**config.mk**
```make
export PLATFORM = sky130hd
export DESIGN_NAME = seq_detector_multi
export DESIGN_NICKNAME = d
export VERILOG_FILES = /design/src/rtl/seq_det_pkg.sv /design/src/rtl/seq_det_slot.sv /design/src/rtl/seq_detector_multi.sv
export SDC_FILE = /design/constraint.sdc
export NUM_CORES = 1
export LEC_CHECK = 0
export CORE_ASPECT_RATIO = 1.4
export CORE_MARGIN = 10
export CORE_UTILIZATION = 50
export CTS_BUF_LIST = sky130_fd_sc_hd__clkbuf_2
export DETAILED_ROUTE_END_ITERATION = 10
export PLACE_DENSITY_LB_ADDON = 0.3
export SLEW_MARGIN = 20
export SYNTH_ARGS = -nofsm -noshare
export SYNTH_HDL_FRONTEND = slang
export SYNTH_SLANG_ARGS = --single-unit
```
**constraint.sdc**
```tcl
create_clock -name clk -period 6.1 [get_ports clk]
set_input_delay 1.22 -clock clk [delete_from_list [all_inputs] [get_ports clk]]
set_output_delay 1.22 -clock clk [all_outputs]
set_load 0.03 [all_outputs]
```
**src/rtl/seq_det_pkg.sv**
```systemverilog
// Shared helpers for the multi-pattern serial detector: index sizing and the
// lowest-set-bit encoder used to report the winning slot.
package seq_det_pkg;

  localparam int MAX_SLOTS = 64;

  function automatic int idx_width(input int n);
    return (n > 2) ? $clog2(n) : 1;
  endfunction

  // Scans high to low so the last assignment is the lowest set bit.
  function automatic int lowest_set(input logic [MAX_SLOTS-1:0] v);
    lowest_set = 0;
    for (int i = MAX_SLOTS-1; i >= 0; i--)
      if (v[i]) lowest_set = i;
  endfunction

endpackage

```
**src/rtl/seq_det_slot.sv**
```systemverilog
// One pattern slot: pattern/mask registers plus the masked window comparator.
// An all-zero mask disables the slot rather than matching everything.
module seq_det_slot
  import seq_det_pkg::*;
#(
  parameter int             W        = 8,
  parameter logic [W-1:0]   DEF_PAT  = '0,
  parameter logic [W-1:0]   DEF_MASK = '0
) (
  input  logic         clk,
  input  logic         rst_n,
  input  logic         i_we,
  input  logic [W-1:0] i_pattern,
  input  logic [W-1:0] i_mask,
  input  logic [W-1:0] i_window,
  output logic         o_hit
);

  logic [W-1:0] r_pat;
  logic [W-1:0] r_mask;

  always_ff @(posedge clk or negedge rst_n) begin
    if (!rst_n) begin
      r_pat  <= DEF_PAT;
      r_mask <= DEF_MASK;
    end else if (i_we) begin
      r_pat  <= i_pattern;
      r_mask <= i_mask;
    end
  end

  assign o_hit = (|r_mask) && (((i_window ^ r_pat) & r_mask) == '0);

endmodule

```
**src/rtl/seq_detector_multi.sv**
```systemverilog
// Serial stream matcher against NUM_PATTERNS masked slots, with optional
// history flush after a match and a saturating match counter.
module seq_detector_multi
  import seq_det_pkg::*;
#(
  parameter int                         PATTERN_WIDTH   = 8,
  parameter int                         NUM_PATTERNS    = 4,
  parameter int                         CNT_WIDTH       = 16,
  parameter logic [PATTERN_WIDTH-1:0]   DEFAULT_PATTERN = 8'hB5
) (
  input  logic                                   clk,
  input  logic                                   rst_n,
  input  logic                                   i_enable,
  input  logic                                   i_serial_in,
  input  logic                                   i_overlap_en,
  input  logic                                   i_cfg_we,
  input  logic [idx_width(NUM_PATTERNS)-1:0]     i_cfg_idx,
  input  logic [PATTERN_WIDTH-1:0]               i_cfg_pattern,
  input  logic [PATTERN_WIDTH-1:0]               i_cfg_mask,
  input  logic                                   i_clear_count,
  output logic                                   o_match_valid,
  output logic [NUM_PATTERNS-1:0]                o_match_vec,
  output logic [idx_width(NUM_PATTERNS)-1:0]     o_match_idx,
  output logic [CNT_WIDTH-1:0]                   o_match_count
);

  localparam int W  = PATTERN_WIDTH;
  localparam int N  = NUM_PATTERNS;
  localparam int IW = idx_width(NUM_PATTERNS);
  localparam int FW = $clog2(W);
  localparam logic [W-1:0]  ONES   = '1;
  localparam logic [W-1:0]  ZEROS  = '0;
  localparam logic [FW-1:0] FILL_MAX = FW'(W-1);

  logic [W-2:0]  r_hist;
  logic [FW-1:0] r_fill;
  logic [W-1:0]  w_window;
  logic [N-1:0]  w_hits;
  logic          w_fire;
  logic          w_match;

  assign w_window = {r_hist, i_serial_in};

  for (genvar k = 0; k < N; k++) begin : g_slot
    seq_det_slot #(
      .W        (W),
      .DEF_PAT  ((k == 0) ? DEFAULT_PATTERN : ZEROS),
      .DEF_MASK ((k == 0) ? ONES : ZEROS)
    ) u_slot (
      .clk       (clk),
      .rst_n     (rst_n),
      .i_we      (i_cfg_we && (i_cfg_idx == IW'(k))),
      .i_pattern (i_cfg_pattern),
      .i_mask    (i_cfg_mask),
      .i_window  (w_window),
      .o_hit     (w_hits[k])
    );
  end

  // Only a full window of real bits may match; config writes blank the cycle.
  assign w_fire  = i_enable && !i_cfg_we && (r_fill == FILL_MAX);
  assign w_match = w_fire && (|w_hits);

  always_ff @(posedge clk or negedge rst_n) begin
    if (!rst_n) begin
      r_hist <= '0;
      r_fill <= '0;
    end else if (i_cfg_we || (w_match && !i_overlap_en)) begin
      r_hist <= '0;
      r_fill <= '0;
    end else if (i_enable) begin
      r_hist <= w_window[W-2:0];
      if (r_fill != FILL_MAX) r_fill <= r_fill + 1'b1;
    end
  end

  always_ff @(posedge clk or negedge rst_n) begin
    if (!rst_n) begin
      o_match_valid <= 1'b0;
      o_match_vec   <= '0;
      o_match_idx   <= '0;
    end else begin
      o_match_valid <= w_match;
      o_match_vec   <= w_match ? w_hits : '0;
      o_match_idx   <= w_match ? IW'(lowest_set(MAX_SLOTS'(w_hits))) : '0;
    end
  end

  always_ff @(posedge clk or negedge rst_n) begin
    if (!rst_n)                                o_match_count <= '0;
    else if (i_clear_count)                    o_match_count <= '0;
    else if (w_match && (o_match_count != '1)) o_match_count <= o_match_count + 1'b1;
  end

endmodule

```
* Yosys cells after proc, flatten, opt, wreduce, memory -nomap -nowiden
Cells that the tools add are included.
** Operators by class
- $add $sub $neg :: 2
- Divide/modulo/power cells :: 0
- Multiply operators :: 0
- Magnitude comparators :: 0
- Multiplexer cells :: 13
- Equality and inequality tests :: 6
- Reductions and logical operators :: 30
- Bitwise operators :: 8
- Shift-type cells :: 0
** Operator list (count)
- $and 8x8->8 :: 4
- $logic_not 8->1 :: 4
- $mux 16 :: 2
- $reduce_or 8->1 :: 4
- $xor 8x8->8 :: 4
- $add 16x1->16 const B :: 1
- $ne 16x16->1 const B :: 1
- $mux 7 :: 2
- $logic_and 1x1->1 :: 13
- $mux 2 :: 5
- $mux 3 :: 3
- $reduce_bool 2->1 :: 3
- $eq 2x2->1 const B :: 2
- $mux 4 :: 1
- $reduce_or 4->1 :: 1
- $add 3x1->3 const B :: 1
- $eq 3x3->1 const B :: 1
- $ne 3x3->1 const B :: 1
- $eq 2x1->1 const B :: 1
- $logic_not 1->1 :: 2
- $logic_not 2->1 :: 1
- $reduce_and 2->1 :: 1
- $logic_or 1x1->1 :: 1
** Storage, ports and cells
- Bits of input ports :: 25
- Memory bits (read-only) :: 0
- Memory bits (writable) :: 0
- Bits in registers :: 97
- Memories :: 0
- Latch bits :: 0

* Longest topological paths before layout
Gate-level depths: netlist of run 1.
- Word-level depth :: 10
- Gate-level depth with buffers :: 9
- Gate-level depth less buffers :: 6

* Cells and area by module
Synthesis of run 1 repeated with hierarchy kept, for this count alone.
** Unflattened totals
- Cells, all modules :: 349
- Area, all modules :: 4493.1 sq um
** Modules (own cells, without submodules)
- seq_det_slot (g_slot[1].u_slot ...) :: times used 3, cells an instance 49, area each 716.9 sq um
- seq_detector_multi :: times used 1, cells an instance 153, area each 1609.0 sq um
- seq_det_slot (g_slot[0].u_slot) :: times used 1, cells an instance 49, area each 733.2 sq um

* Least setup slack after synthesis of run 1
Ideal clock, no wire load.
- Path kind :: input to register
- From :: in i_serial_in
- To :: reg o_match_count[1]
- Data arrival time :: 2835 ps
- Path buffers :: 3
- Stages on the path :: 9
- Path slack :: 3187 ps
- Library setup time :: 78 ps
- Data required time :: 6022 ps
- Cell sequence :: buf_2 xor2_1 a22oi_1 and4_1 nor4_2 buf_4 buf_4 o21ai_0 a21oi_1
** On the way
- Longest elaborated chain between the ends :: 8
** RTL lines
- start: declaration :: RTL line seq_detector_multi.sv:14 : input logic i_serial_in,
- $xor 8x8->8 :: RTL line seq_det_slot.sv:32 : assign o_hit = (|r_mask) && (((i_window ^ r_pat) & r_mask) == '0);
- $and 8x8->8 :: RTL line seq_det_slot.sv:32
- $logic_not 8->1 :: RTL line seq_det_slot.sv:32
- $logic_and 1x1->1 :: RTL line seq_det_slot.sv:32
- $reduce_or 4->1 (*) :: RTL line seq_detector_multi.sv:62 : assign w_match = w_fire && (|w_hits);
- $logic_and 1x1->1 (*) :: RTL line seq_detector_multi.sv:62
- $logic_and 1x1->1 (*) :: RTL line seq_detector_multi.sv:92 : else if (w_match && (o_match_count != '1)) o_match_count <= o_match_count + 1'b1;
- $reduce_bool 2->1 (no source line) (*)
- end signal: assignment :: RTL line seq_detector_multi.sv:92
- end: declaration :: RTL line seq_detector_multi.sv:24 : output logic [CNT_WIDTH-1:0] o_match_count
Mark *: on every way between the ends. The rest lies on a longest branch, timed or not.
A chain may end at the register's enable or synchronous reset.

* Worst setup path after layout of run 1
- From :: in i_enable
- To :: reg o_match_count[5]
** On the way
- Longest elaborated chain between the ends :: 5
** RTL lines
- start: declaration :: RTL line seq_detector_multi.sv:13 : input logic i_enable,
- $logic_and 1x1->1 (2 in a row) :: RTL line seq_detector_multi.sv:61 : assign w_fire = i_enable && !i_cfg_we && (r_fill == FILL_MAX);
- $logic_and 1x1->1 :: RTL line seq_detector_multi.sv:62
- $logic_and 1x1->1 :: RTL line seq_detector_multi.sv:92
- $reduce_bool 2->1 (no source line)
Every way passes these cells.

==> results of run 1 <==
[metrics by stage]
stage / utilization (%) / hold slack [ns] / setup slack (ns) / power [mW]
after floorplan: - / 0.493 / 3.19 / 1.00
after global placement: 56.7 / 0.508 / 2.31 / 1.08
after detailed placement: 56.7 / 0.514 / 2.21 / 1.10
after CTS: 57.6 / 0.495 / 2.83 / 1.35
after global routing: 57.6 / 0.501 / 2.66 / 1.41
final: 57.6 / 0.501 / 2.83 / 1.34
[kinds of logic after synthesis]
logic type	share of synthesized area, %
muxes	18.4
buffers and inverters	2.78
DFF	53.8
AOI/OAI and AO/OA	7.69
adders and majority gates	0.827
xor gates and xnor gates	6.37
and+or+nand+nor	10.1
[how the worst min path moves through the flow]
stage,endpoint,from,cells after the start
finish,o_match_count[14],rst_n,1
global placement,r_fill[1],r_fill[1],2
CTS,o_match_count[14],rst_n,1
global route,g_slot[3].u_slot.r_pat[2],rst_n,1
floorplan,r_fill[1],r_fill[1],2
detailed placement,g_slot[1].u_slot.r_pat[2],g_slot[1].u_slot.r_pat[2],1
[power breakdown]
group / total, mW / switching, mW / internal, mW
logic: 0.286 / 0.150 / 0.136
registers: 0.801 / 0.0626 / 0.738
clock network: 0.257 / 0.204 / 0.0525
[registers in the layout, summed over array words and instances (netlist names)]
register	cells
o_match_valid	1
o_match_count	16
r_hist	7
g_slot.u_slot.r_pat	32
g_slot.u_slot.r_mask	32
r_fill	3
o_match_vec	4
o_match_idx	2
[placed cells by master (no fill, tap or decap), types with 2 or more instances in the layout]
cell type / instances
nand3_1: 8
o31a_1: 2
nand3b_1: 2
o21ba_2: 2
nand2_1: 3
nor2b_1: 5
nand4_1: 6
a21oi_1: 13
nor2_1: 16
clkbuf_2: 11
and3_1: 4
nor4_1: 12
xor2_1: 33
clkdlybuf4s50_1: 46
o31ai_1: 10
ha_1: 3
clkinv_1: 2
mux2i_1: 9
and4_1: 4
a22oi_1: 12
dfstp_2: 13
mux2_2: 66
or4_1: 10
dfrtp_1: 84
o21ai_0: 2
a222oi_1: 4
nor3_1: 2
inv_1: 3
buf_4: 4
[cell type report]
cell class / instances / area [um^2]
Clock buffer: 11 / 55.1
Timing Repair Buffer: 50 / 490
Fill cell: 822 / 3790
Inverter: 3 / 11.3
Clock inverter: 4 / 21.3
Tap cell: 107 / 134
Multi-Input combinational cell: 236 / 1980
Sequential cell: 97 / 2440
[worst max-delay path, stage by stage]
cell	delay (ns)
clkdlybuf4s50_1	0.75
nand3_1	0.42
a41o_1	0.63
or4_1	0.59
a21oi_1	0.16
[metal layers]
layer | vias up | global-route usage (%) | wire length [um]
met5 | - | 0 | 0
li1 | 1406 | - | -
met3 | 16 | 2.92 | 479
met4 | 0 | 7.80 | 244
met1 | 1555 | 18.0 | 4120
met2 | 75 | 26.8 | 5270
==> impl_metrics.py, run 1 <==
metrics = {
    "clock_network": {
        "cts_setup_buffers": 0,
        "clockBufferDepth": 2,
        "clk_pin_slew_ns": 0.24,
        "h-tree-depth": 3,
        "post_cts_resized": 0,
        "cts.sinks": 97,
        "cts_tree": "yes",
        "hold_buffers": 0,
        "clock_latency_ns": 0.57,
        "cts_buffers": 9,
        "cts_root_buf": "clkbuf_2",
    },
    "final_layout": {
        "final_cell_count_no_fill": 508,
        "final_cell_area_um2": 5140,
        "drive_gt1_share_pct": 25.4,
        "fin_nets": 425,
        "diodes": 0,
        "syn_to_final_growth_pct": 13.2,
    },
    "power": {
        "power_density_nw_per_um2": 261,
        "ir_worst_vdd_v": 0.000176,
        "p_leak_nw": 2.18,
    },
    "floorplan": {
        "ioPinCount": 48,
        "coreArea_um2": 8930,
        "initial_core_util_pct": 50.9,
        "dieArea_um2": 13300,
        "std_cell_rows": 41,
        "die_w_um": 101,
        "die_y_um": 133,
    },
    "synthesis": {
        "yosysTopAreaCell": "dfrtp_1",
        "synthCells": 358,
        "synth.most_common_cell": "dfrtp_1",
        "yosysWarnings": 0,
        "synth_seq_cells": 97,
        "yosysTopAreaCellShare_pct": 46.3,
        "synth_common_cells": "dfrtp_1, mux2_2, xor2_1",
        "synth.cell_area_um2": 4540,
        "synth_ff_type": "dfrtp_1",
        "synth_edf_count": 0,
        "postSynth.asyncResetShare_pct": 100,
        "yosysSeqAreaShare_pct": 53.8,
        "synth_fp_nets": 386,
        "synth_area_per_cell_um2": 12.7,
        "synth_cell_types": 37,
        "synth.area.top_cells": "dfrtp_1, mux2_2, dfstp_2, xor2_1, mux2i_1",
    },
    "flow_run": {
        "cap_violations": 0,
    },
    "route": {
        "remaining_drc_errors": 0,
        "num_vias": 3052,
        "drt_iter0_drc": 157,
        "avgViaCountPerCell": 6.01,
        "routed_wl_mm": 10.1,
        "drtAntennaViolNets": 0,
        "avgRoutedWirePerCell_um": 19.9,
        "firstDrtPassIters": 5,
    },
    "timing": {
        "relSlewSlack_pct": 35.3,
        "fmax_mhz": 305,
        "period_minus_slack_ns": 3.27,
        "fin_crit_sh_pct": 53.7,
        "tightestPinTransition_ns": 0.967,
        "drv_slew": 0,
        "setup_viol_count_final": 0,
        "hold_viol_final": 0,
        "fin_setup_tns_ns": 0,
        "fin_skew_ns": 0.0328,
        "grt_setup_unrepaired": "no",
    },
    "worst_setup_path": {
        "r2r_start": "r_hist[3]",
        "reg2reg_depth": 7,
        "critPathLaunch": "i_enable",
        "worstSetupPathType": "in -> reg",
        "required_ns": 6.60,
        "path_max_fanout": 30,
        "setup.worst_path.end_class": "flop",
        "r2r-end": "o_match_count[8]",
        "ff2ff_setup_slack_ns": 3.35,
        "startpoint_type": "input port",
        "endpoint": "o_match_count[5]",
        "crit_arrival_ns": 3.78,
    },
    "grt": {
        "grt_pass1_vias": 3175,
        "grt_remaining_overflow": 0,
        "grt_pass1_wl_mm": 16.6,
        "grt_antenna_before_repair": 0,
        "grt_max_degree": 74,
        "grtUsageTotal_pct": 15.7,
    },
    "place": {
        "gp_congestion": 0.799,
        "port_buffers": 47,
        "placed_area_um2": 5060,
        "dp_cells": 493,
        "dpl.hpwl_mm": 7.27,
    },
    "outcome": {
        "status": "completed",
    },
    "worst_hold_path": {
        "hold_path.class": "in -> async",
    },
}
(Power assumes the default switching activity.)
==> run 2: changes to the inputs <==
Clock period 6.1 ns to 2.95 ns, I/O delays scaled along.
==> impl_metrics.py, run 2 (synthesis gave the netlist of run 1 again) <==
metrics = {
    "outcome": {
        "status": "completed",
    },
    "place": {
        "dp_cells": 502,
        "gp_congestion": 0.920,
        "dpl.hpwl_mm": 7.55,
        "port_buffers": 47,
        "placed_area_um2": 5170,
    },
    "clock_network": {
        "h-tree-depth": 3,
        "cts_root_buf": "clkbuf_2",
        "clk_pin_slew_ns": 0.27,
        "post_cts_resized": 0,
        "cts.sinks": 97,
        "clock_latency_ns": 0.60,
        "cts_buffers": 9,
        "cts_setup_buffers": 0,
        "cts_tree": "yes",
        "clockBufferDepth": 2,
    },
    "worst_setup_path": {
        "cpPeakStageDelay_ns": 0.54,
        "endpoint": "o_match_count[11]",
        "reg2reg_depth": 7,
        "worstSetupPathType": "reg -> reg",
        "setup.worst_path.end_class": "flop",
        "r2r_start": "r_hist[3]",
        "path_delay_family": "simple AND/OR/NAND/NOR gates",
        "ff2ff_setup_slack_ns": 0.29,
        "path_depth": 7,
        "r2r-end": "o_match_count[11]",
        "crit_arrival_ns": 3.20,
        "startpoint_type": "flop",
        "cp_cell_sequence": "xor2_1 > a222oi_1 > and4_1 > nor4_4 > buf_12 > or4_1 > a21oi_1",
        "critPathLaunch": "r_hist[3]",
        "cp_slowest_cell": "dfrtp_1",
        "path_max_fanout": 27,
        "crit_buf_inv": 1,
        "required_ns": 3.49,
    },
    "floorplan": {
        "initial_core_util_pct": 50.9,
        "dieArea_um2": 13300,
        "coreArea_um2": 8930,
        "std_cell_rows": 41,
        "die_w_um": 101,
        "ioPinCount": 48,
        "die_y_um": 133,
    },
    "grt": {
        "grt_antenna_before_repair": 0,
        "grt_remaining_overflow": 0,
        "grt_pass1_wl_mm": 17.1,
        "grtUsageTotal_pct": 16.2,
        "grt_max_degree": 68,
        "grt_pass1_vias": 3289,
    },
    "timing": {
        "tightestPinTransition_ns": 0.847,
        "setup_viol_count_final": 0,
        "drv_slew": 0,
        "hold_slack_ns": 0.420,
        "relSlewSlack_pct": 43.5,
        "period_minus_slack_ns": 2.66,
        "hold_viol_final": 0,
        "fin_crit_sh_pct": 90.1,
        "fin_skew_ns": 0.0167,
        "fmax_mhz": 376,
        "grt_setup_unrepaired": "no",
        "fin_setup_tns_ns": 0,
    },
    "final_layout": {
        "syn_to_final_growth_pct": 17.1,
        "fin_nets": 435,
        "largestRegisters": "g_slot.u_slot.r_mask (32), g_slot.u_slot.r_pat (32), o_match_count (16)",
        "final_cell_count_no_fill": 519,
        "drive_gt1_share_pct": 27.4,
        "layout_commonest_cell": "dfrtp_1",
        "diodes": 0,
        "layout_common_cells": "dfrtp_1, mux2_2, clkdlybuf4s50_1",
        "final_cell_area_um2": 5320,
        "fillerInstances": 741,
    },
    "power": {
        "p_total_mw": 3.05,
        "p_leak_nw": 2.26,
        "power_density_nw_per_um2": 574,
        "power.share.clock_pct": 24.3,
        "comb_power_share_pct": 21.1,
        "power.net_switching_mw": 0.918,
        "power_frac_seq_pct": 54.6,
        "sw_frac_of_total_pct": 30.1,
        "ir_worst_vdd_v": 0.000322,
        "internal-power_mw": 2.13,
    },
    "route": {
        "num_vias": 3121,
        "routed_wl_mm": 10.4,
        "firstDrtPassIters": 5,
        "avgRoutedWirePerCell_um": 20.1,
        "avgViaCountPerCell": 6.01,
        "drt_iter0_drc": 139,
        "remaining_drc_errors": 0,
        "drtAntennaViolNets": 0,
    },
    "worst_hold_path": {
        "hold_path.class": "in -> async",
    },
    "flow_run": {
        "cap_violations": 0,
    },
}
run 2: cell count changes in the layout (fill, tap and decap cells not counted), moves of 2 or more:
cell and change:
buf_12 +3, buf_4 +6, clkbuf_2 -2, clkinvlp_4 +2
bufinv_16 +2
run 2: power by group through the flow:
stage | clock network [mW] | registers, mW | logic (mW)
finish | 0.741 | 1.67 | 0.644
global route | 0.803 | 1.69 | 0.704
CTS | 0.751 | 1.66 | 0.647
detailed placement | 0 | 1.69 | 0.647
global placement | 0 | 1.68 | 0.624
floorplan | 0 | 1.64 | 0.436
run 2: worst reg2reg max path, cell delays in order (launching register included):
cell,delay (ns)
dfrtp_1,0.54
xor2_1,0.23
a222oi_1,0.52
and4_1,0.39
nor4_4,0.09
buf_12,0.17
or4_1,0.51
a21oi_1,0.16
run 2: area by class of cell:
| class | instances | area, um^2 | share of cell area (%) |
|---|---|---|---|
| clock buffer | 9 | 45.0 | 0.847 |
| clock inverter | 7 | 92.6 | 1.74 |
| inverter | 3 | 11.3 | 0.212 |
| multi-input combinational | 236 | 1980 | 37.3 |
| sequential | 97 | 2440 | 46.0 |
| tap | 107 | 134 | 2.52 |
| timing repair buffer | 60 | 606 | 11.4 |
run 2: timing repair:
| item | in CTS | in global routing |
|---|---|---|
| hold endpoints to repair | 28 | 0 |
| endpoints found under the setup margin | 0 | 0 |
| hold buffers | 1 | 0 |
run 2: worst min path at each step:
stage | slack, ns | to | depth (start not counted)
after floorplan | 0.29 | g_slot[0].u_slot.r_pat[1] | 0
after global placement | 0.51 | r_fill[1] | 2
after detailed placement | 0.52 | g_slot[0].u_slot.r_pat[3] | 1
after CTS | 0.41 | g_slot[2].u_slot.r_mask[2] | 2
after global routing | 0.42 | g_slot[2].u_slot.r_mask[2] | 2
final | 0.42 | g_slot[1].u_slot.r_mask[2] | 2
run 2: metal layers:
layer	up-vias	GRT usage (%)	routed length, um
met5	-	0	0
met4	0	8.35	376
met3	22	4.01	574
met2	85	26.9	5340
met1	1593	18.5	4130
li1	1421	-	-
run 2: through the flow:
stage / setup slack [ns] / util [%]
floorplan: 0.667 / -
global placement: 0.0281 / 57.9
detailed placement: 0.0200 / 57.9
CTS: 0.302 / 59.5
global route: 0.220 / 59.5
finish: 0.291 / 59.5
